File: src/rtl/register_writeback.sv
// Register-file write port: arbitrates ALU vs buffered long-latency results; RAW scoreboard; optional forward (REGISTER_WB_BYPASS_EN).
// Latency: ALU accept -> wren +1 cycle; mem push -> wren +2 cycles minimum.
// Backpressure: alu_ready drops when the FIFO wins; mem_ready = !full.
module register_writeback #(
    parameter int DEPTH        = 4,
    parameter int STARVE_LIMIT = 8
) (
    input  logic        clk,
    input  logic        rst,
    input  logic        alu_valid,
    output logic        alu_ready,
    input  logic [4:0]  alu_waddr,
    input  logic [31:0] alu_wdata,
    input  logic        mem_valid,
    output logic        mem_ready,
    input  logic [4:0]  mem_waddr,
    input  logic [31:0] mem_wdata,
    input  logic        issue_valid,
    input  logic [4:0]  issue_waddr,
    input  logic [4:0]  raddr1,
    input  logic [4:0]  raddr2,
    output logic        busy1,
    output logic        busy2,
    output logic        wren,
    output logic [4:0]  waddr,
    output logic [31:0] wdata,
    output logic        byp_hit1,
    output logic        byp_hit2,
    output logic [31:0] byp_data1,
    output logic [31:0] byp_data2
);
    localparam int PW = $clog2(DEPTH);
    localparam int CW = $clog2(DEPTH + 1);
    localparam int SW = $clog2(STARVE_LIMIT + 1);
    localparam logic [CW-1:0] FULL_CNT   = CW'(DEPTH);
    localparam logic [SW-1:0] STARVE_MAX = SW'(STARVE_LIMIT);

    logic [4:0]    fifo_addr [DEPTH];
    logic [31:0]   fifo_data [DEPTH];
    logic [PW-1:0] rd_ptr;
    logic [PW-1:0] wr_ptr;
    logic [CW-1:0] count;
    logic [SW-1:0] starve_cnt;
    logic [31:0]   pending;
    logic [31:0]   pending_nxt;

    logic        fifo_empty;
    logic        fifo_full;
    logic        push;
    logic        pop;
    logic        fifo_win;
    logic        alu_win;
    logic        sel_vld;
    logic [4:0]  sel_addr;
    logic [31:0] sel_data;
    logic        sel_wr;

    assign fifo_empty = (count == '0);
    assign fifo_full  = (count == FULL_CNT);
    assign mem_ready  = !fifo_full;
    assign push       = mem_valid && !fifo_full;

    always_comb begin
        fifo_win = !fifo_empty && (!alu_valid || starve_cnt == STARVE_MAX);
        alu_win  = alu_valid && !fifo_win;
        sel_vld  = fifo_win || alu_win;
        sel_addr = fifo_win ? fifo_addr[rd_ptr] : alu_waddr;
        sel_data = fifo_win ? fifo_data[rd_ptr] : alu_wdata;
        // x0 results are consumed but never reach the write port
        sel_wr   = sel_vld && (sel_addr != 5'd0);
    end

    assign pop       = fifo_win;
    assign alu_ready = !fifo_win;

    always_ff @(posedge clk) begin
        if (push) begin
            fifo_addr[wr_ptr] <= mem_waddr;
            fifo_data[wr_ptr] <= mem_wdata;
        end
    end

    always_ff @(posedge clk) begin
        if (rst) begin
            rd_ptr <= '0;
            wr_ptr <= '0;
            count  <= '0;
        end else begin
            if (push) wr_ptr <= wr_ptr + PW'(1);
            if (pop)  rd_ptr <= rd_ptr + PW'(1);
            case ({push, pop})
                2'b10:   count <= count + CW'(1);
                2'b01:   count <= count - CW'(1);
                default: count <= count;
            endcase
        end
    end

    // The ALU can only win against a non-empty FIFO when the counter is below the limit
    always_ff @(posedge clk) begin
        if (rst) begin
            starve_cnt <= '0;
        end else if (fifo_empty || fifo_win) begin
            starve_cnt <= '0;
        end else if (alu_win && starve_cnt != STARVE_MAX) begin
            starve_cnt <= starve_cnt + SW'(1);
        end
    end

    always_comb begin
        pending_nxt = pending;
        if (fifo_win && sel_addr != 5'd0)
            pending_nxt[sel_addr] = 1'b0;
        // a new issue to the same register outranks the retiring write
        if (issue_valid && issue_waddr != 5'd0)
            pending_nxt[issue_waddr] = 1'b1;
        pending_nxt[0] = 1'b0;
    end

    always_ff @(posedge clk) begin
        if (rst) pending <= '0;
        else     pending <= pending_nxt;
    end

    assign busy1 = pending[raddr1];
    assign busy2 = pending[raddr2];

    always_ff @(posedge clk) begin
        if (rst) begin
            wren  <= 1'b0;
            waddr <= 5'd0;
            wdata <= 32'd0;
        end else begin
            wren <= sel_wr;
            if (sel_wr) begin
                waddr <= sel_addr;
                wdata <= sel_data;
            end
        end
    end

`ifdef REGISTER_WB_BYPASS_EN
    assign byp_hit1  = wren && (waddr == raddr1);
    assign byp_hit2  = wren && (waddr == raddr2);
    assign byp_data1 = wdata;
    assign byp_data2 = wdata;
`else
    assign byp_hit1  = 1'b0;
    assign byp_hit2  = 1'b0;
    assign byp_data1 = 32'd0;
    assign byp_data2 = 32'd0;
`endif

endmodule

File: config.mk
export PLATFORM = sky130hd
export DESIGN_NAME = register_writeback
export DESIGN_NICKNAME = d
export VERILOG_FILES = /design/src/rtl/register_writeback.sv
export SDC_FILE = /design/constraint.sdc
export NUM_CORES = 1
export LEC_CHECK = 0
export BUFFER_PORTS_ARGS = -buffer_cell sky130_fd_sc_hd__buf_2
export CORE_MARGIN = 1.5
export CORE_UTILIZATION = 50
export CTS_CLUSTER_SIZE = 28
export DETAILED_ROUTE_END_ITERATION = 8
export PLACE_DENSITY = 0.7
export SLEW_MARGIN = 20
export SYNTH_ARGS = -nofsm -noshare
export SYNTH_HDL_FRONTEND = slang
export SYNTH_SLANG_ARGS = --single-unit
export TNS_END_PERCENT = 10
File: constraint.sdc
create_clock -name clk -period 6.7 [get_ports clk]
set_clock_uncertainty 0.05 [all_clocks]
set_input_delay 0.335 -clock clk [delete_from_list [all_inputs] [get_ports clk]]
set_output_delay 0.335 -clock clk [all_outputs]
set_load 0.005 [all_outputs]
# Word level (Yosys, flattened, before mapping)

Memory sizes are Yosys's and may differ from the RTL's. A register that Yosys moved wholly into a read port is not among the register bits.
Cells that the tools add are included.

Memories: 2
Bits of input ports: 94
Memory bits (writable): 148
Bits in registers: 81
Logic and storage cells: 70
Output and inout port bits: 108

Bitwise gates (word level): 3
Add/subtract/negate cells: 5
Order comparisons: 6
Reduce and logical (&&, ||, !) cells: 21
Mux-type cells: 19
Eq/ne operators: 5

Memory list:

| memory    | words | bits a word | read ports | clocked after memory_dff | write ports | line | source |
|---|---|---|---|---|---|---|---|
| fifo_data | 4     | 32          | 1          | 1                        | 1           | 39   | `logic [31:0] fifo_data [DEPTH];` |
| fifo_addr | 4     | 5           | 1          | 1                        | 1           | 38   | `logic [4:0] fifo_addr [DEPTH];` |

Operator list:

| kind                | number |
|---|---|
| $mux 32             | 3 |
| $and 32x32->32      | 1 |
| $not 32->32         | 1 |
| $or 32x32->32       | 1 |
| $lt 5x6->1 const B  | 4 |
| $bmux 1 s5          | 2 |
| $demux 1 s5         | 2 |
| $ge 5x1->1 const B  | 2 |
| $reduce_bool 5->1   | 2 |
| $logic_and 1x1->1   | 9 |
| $mux 2              | 4 |
| $mux 1              | 6 |
| $pmux 3 s2          | 1 |
| $mux 5              | 1 |
| $add 2x1->2 const B | 2 |
| $add 4x1->4 const B | 1 |
| $eq 4x4->1 const B  | 1 |
| $logic_not 1->1     | 4 |
| $ne 4x4->1 const B  | 1 |
| $add 3x1->3 const B | 1 |
| $eq 3x3->1 const B  | 1 |
| $logic_not 3->1     | 1 |
| $logic_or 1x1->1    | 3 |
| $sub 3x1->3 const B | 1 |
| 4 further kinds     | 4 |

# Longest topological paths before layout

Depth after elaboration: 13
Depth in mapped cells: 12
Depth with buffers taken out: 10

# Worst setup path after synthesis

OpenSTA, ideal clock, no wires.

Path kind: register to register
Start: register starve_cnt[0]
End: register count[2]
Cell stages (with the launch flop): 13
Arrival: 2.980 ns
Setup time: 0.070 ns
Data required time: 6.580 ns
Period minus slack after synthesis: 3.100 ns
Path buffers: 2
Slack: 3.600 ns
Cells stage by stage: dfxtp_1 -> inv_1 -> ha_1 -> nand3b_1 -> a21oi_1 -> clkbuf_1 -> clkbuf_1 -> ha_1 -> inv_1 -> fa_1 -> xor2_1 -> or3_1 -> a21oi_1

Longest elaborated chain between the ends: 5
Elaborated cells between the ends (all ways): 7
Those cells by class: eq/ne (3); mux (1); reduce/logical (3)

Ends and longest elaborated chain:

| element                                         | line | source |
|---|---|---|
| from (decl)                                     | 43   | `logic [SW-1:0] starve_cnt;` |
| from (signal assigned)                          | 106  | `starve_cnt <= starve_cnt + SW'(1);` |
| $eq 4x4->1 *                                    | 64   | `fifo_win = !fifo_empty && (!alu_valid \|\| starve_cnt == STARVE_MAX);` |
| $logic_or 1x1->1 *                              | 64   |  |
| $logic_and 1x1->1 *                             | 64   |  |
| named net fifo_win                              | 51   | `logic fifo_win;` |
| $eq 2x1->1 or $eq 2x2->1 (tied branches)        | 91   | `case ({push, pop})` |
| $pmux 3 s2 or $reduce_bool 2->1 (tied branches) | --   |  |
| to (signal assigned)                            | 92   | `2'b10: count <= count + CW'(1);` |
| to (signal assigned)                            | 93   | `2'b01: count <= count - CW'(1);` |
| to (signal assigned)                            | 94   | `default: count <= count;` |
| to (decl)                                       | 42   | `logic [CW-1:0] count;` |

The timed path passes the listed nets; every way through them passes the cells marked *.
A chain may end at the register's enable or synchronous reset.

==> out/results.txt <==
Final #Nets = 1,045
GRT Util Overall = 20.43%
final setup fails = 0
H-tree level count = 1
Seq/Total Area, Yosys = 57.92%
Worst path max stage delay = 0.99 ns
Starting DRT DRC Count = 347
routing usage on met1 = 27.01%
worst setup margin = 3.161 ns
Core Area = 0.02043 mm^2
placed cell count = 1,150
post-synthesis cell type count = 49
diode count = 0
DRT Pass-1 Iters = 4
PwrDens = 353.2 mW/mm^2
ys async rst share = 0%
post-route clock period utilization = 52.82%
area grow syn2layout = 17.27%
Core Util, Final = 60.31%
CTS buffer count = 25
unrepaired setup endpoints after global routing = false
ys flop type = edfxtp_1
Worst Path Required = 7.06 ns
busiest layer in global routing = met2
post-CTS setup buffer count = 0
Worst-Margin Slew = 1.039 ns
DRT Wirelength = 22.10 mm
Post-synth EDFFs = 148
Clk Latency, worst-skew pair = 0.53 ns
fin cells = 1,232
CTS tree = done
Sw Pwr = 1.280 mW
worst hold slack = 0.03197 ns
Sw Ratio = 29.42%
Max Cap Viol = 0
num rows = 52
Worst Path Arrival = 3.89 ns
Post-route DRC = 0
post-DR wirelength/cell = 17.94 um
Clock power frac = 31.0%
worst path bufs/invs = 1
Worst-path clk slew = 0.06 ns
post-CTS sizing = 0
Lkg Pwr = 4.631 nW
Die H = 148.0 um
Avg Cell Area, Syn = 13.42 um^2
post-route ant nets = 0
Pint = 3.072 mW
maximum clock frequency = 0.2826 GHz
status = completed
Mapped Cells = 783
Slew headroom = 30.72%
grt ovf = 0
#FFs+latches synth = 230
initial antenna violation count = 0
IO Port Bufs = 135
I/O pins = 202
Worst setup SP type = flop
Via-to-Cell Ratio = 5.335
vias = 6,573
final setup TNS = 0 ns
endpoint type of the worst setup path = flop
die area = 0.02189 mm^2
mapped cell area = 0.01051 mm^2
CTS Sinks = 230
VDD IR max = 0.2237 mV
Starting Density = 51.43%
ratio of cells with drive above 1 in the final layout = 29.63%
post-DP HPWL = 14.11 mm
CP max stage cell = dfxtp_2
kind of critical path = flop to flop
Comb pwr share = 27.0%
Slew Limit Fails = 0
vias in the first global route = 6,597
Die Width = 148.0 um
GR Util met3 = 3.951%
Seq pwr share = 42.0%
fill count = 1,576
yosys warns = 0
Placement Setup Slack = 3.102 ns
cts hold-fix bufs = 36
met2 GRT Util = 34.58%
Top delay family on crit path = compound AO/OA/AOI/OAI gates
critical-path maximum fanout = 37
GPL Wtd Cong = 0.8230
CTS max path bufs = 3
first-pass GRT wire length = 34.99 mm
hold crit path type = input port to flop
crit path cell chain = mux4_2 -> a2111o_1 -> o22ai_4 -> a21boi_4 -> buf_4 -> mux2_2
Final Hold Violating Endpoints = 0
Tmin final = 3.539 ns
largest net degree at the start of global routing = 98
Root Buffer = clkbuf_16
==> state kept, by name (all words and copies together) (netlist names), named ones only <==
register    cells
fifo_data     128
wdata          32
pending        31
fifo_addr      20
waddr           5
starve_cnt      4
count           3
rd_ptr          2
wr_ptr          2
wren            1
==> final cells by class <==
| cell class | instances | area (um^2) | share of cell area [%] |
|---|---|---|---|
| multi-input combinational | 495 | 3941 | 31.99 |
| inverter | 16 | 60.06 | 0.4874 |
| timing repair buffer | 175 | 1069 | 8.672 |
| clock inverter | 15 | 157.7 | 1.279 |
| clock buffer | 31 | 668.1 | 5.422 |
| sequential | 230 | 6088 | 49.41 |
| tap | 270 | 337.8 | 2.742 |
==> worst paths after layout <==
kind	from	end	slack (ns)	cells after the start
worst max-delay path	flop	wdata[1]	3.16	6
worst min-delay path	mem_wdata[5]	fifo_data[0][5]	0.03	1
worst max register to register	flop	wdata[1]	3.16	6
worst min register to register	starve_cnt[0]	starve_cnt[0]	0.41	1
==> cells by family (layout without fill, tap and decap cells) <==
family	after synthesis	after routing	synth area share [%]
other	1	66	0.03569
flip-flops	230	230	57.92
buffers and inverters	123	237	7.049
XOR/XNOR	7	7	0.5835
adder cells (fa/ha/maj)	8	8	1.024
AO/OA/AOI/OAI	123	123	7.502
multiplexers	96	96	17.18
AND/OR/NAND/NOR	195	195	8.704
==> cells in the final DEF, fill, tap and decap left out, types with 3 or more instances in the layout <==
cell           count
conb_1            66
mux4_2            55
nand3b_1           3
o22ai_1            3
nor2b_1           39
a311oi_1           4
mux2_4            29
mux2i_1            3
dlygate4sd3_1     36
nand2_1           94
o31ai_1           11
ha_1               7
edfxtp_1         148
dfxtp_1           80
and2_1             3
xnor2_1            3
o21ai_0           20
clkinv_2           5
buf_4              5
inv_1             15
nor3_1             4
xor2_1             4
clkinvlp_4         4
buf_2            134
nor2_1            22
or3_1              4
a211oi_1           3
and3_2             4
nand2b_1           3
clkbuf_1           4
a21oi_1           57
mux2_2             9
nand3_1           13
clkbuf_16         25
o311ai_0          10
==> metrics by stage <==
step / instance area [um^2] / total power [mW]
2_1_floorplan: 10750 / 2.715
3_3_place_gp: 11140 / 3.005
3_5_place_dp: 11140 / 3.020
4_1_cts: 12320 / 4.384
5_1_grt: 12320 / 4.565
6_report: 12320 / 4.352
==> metal layers <==
layer  vias up  share of wire (%)
met3        42                6.1
met1      3194                 42
met5         -                  0
met4         0                2.4
met2       236                 49
li1       3101                  -
==> Yosys cell counts (all sizes together) (10+ instances only) <==
library cell,instances,area [um^2]
edfxtp,148,4444
a21oi,58,290.3
dfxtp,82,1642
nand3,13,65.06
mux4,55,1239
buf,78,571.8
o31ai,11,82.58
nor2b,39,244.0
mux2,38,536.8
nand2,94,352.8
o21ai,20,100.1
inv,16,60.05
nor2,22,82.58
clkbuf,29,108.9
o311ai,10,87.58
==> power by group through the flow <==
stage / Clock, mW / Combinational [mW] / Sequential, mW
3_3_place_gp: 0 / 1.15 / 1.85
6_report: 1.35 / 1.18 / 1.83
4_1_cts: 1.37 / 1.19 / 1.83
3_5_place_dp: 0 / 1.16 / 1.86
2_1_floorplan: 0 / 0.900 / 1.82
5_1_grt: 1.43 / 1.29 / 1.85
No activity file was read; power rests on OpenSTA's default activity.
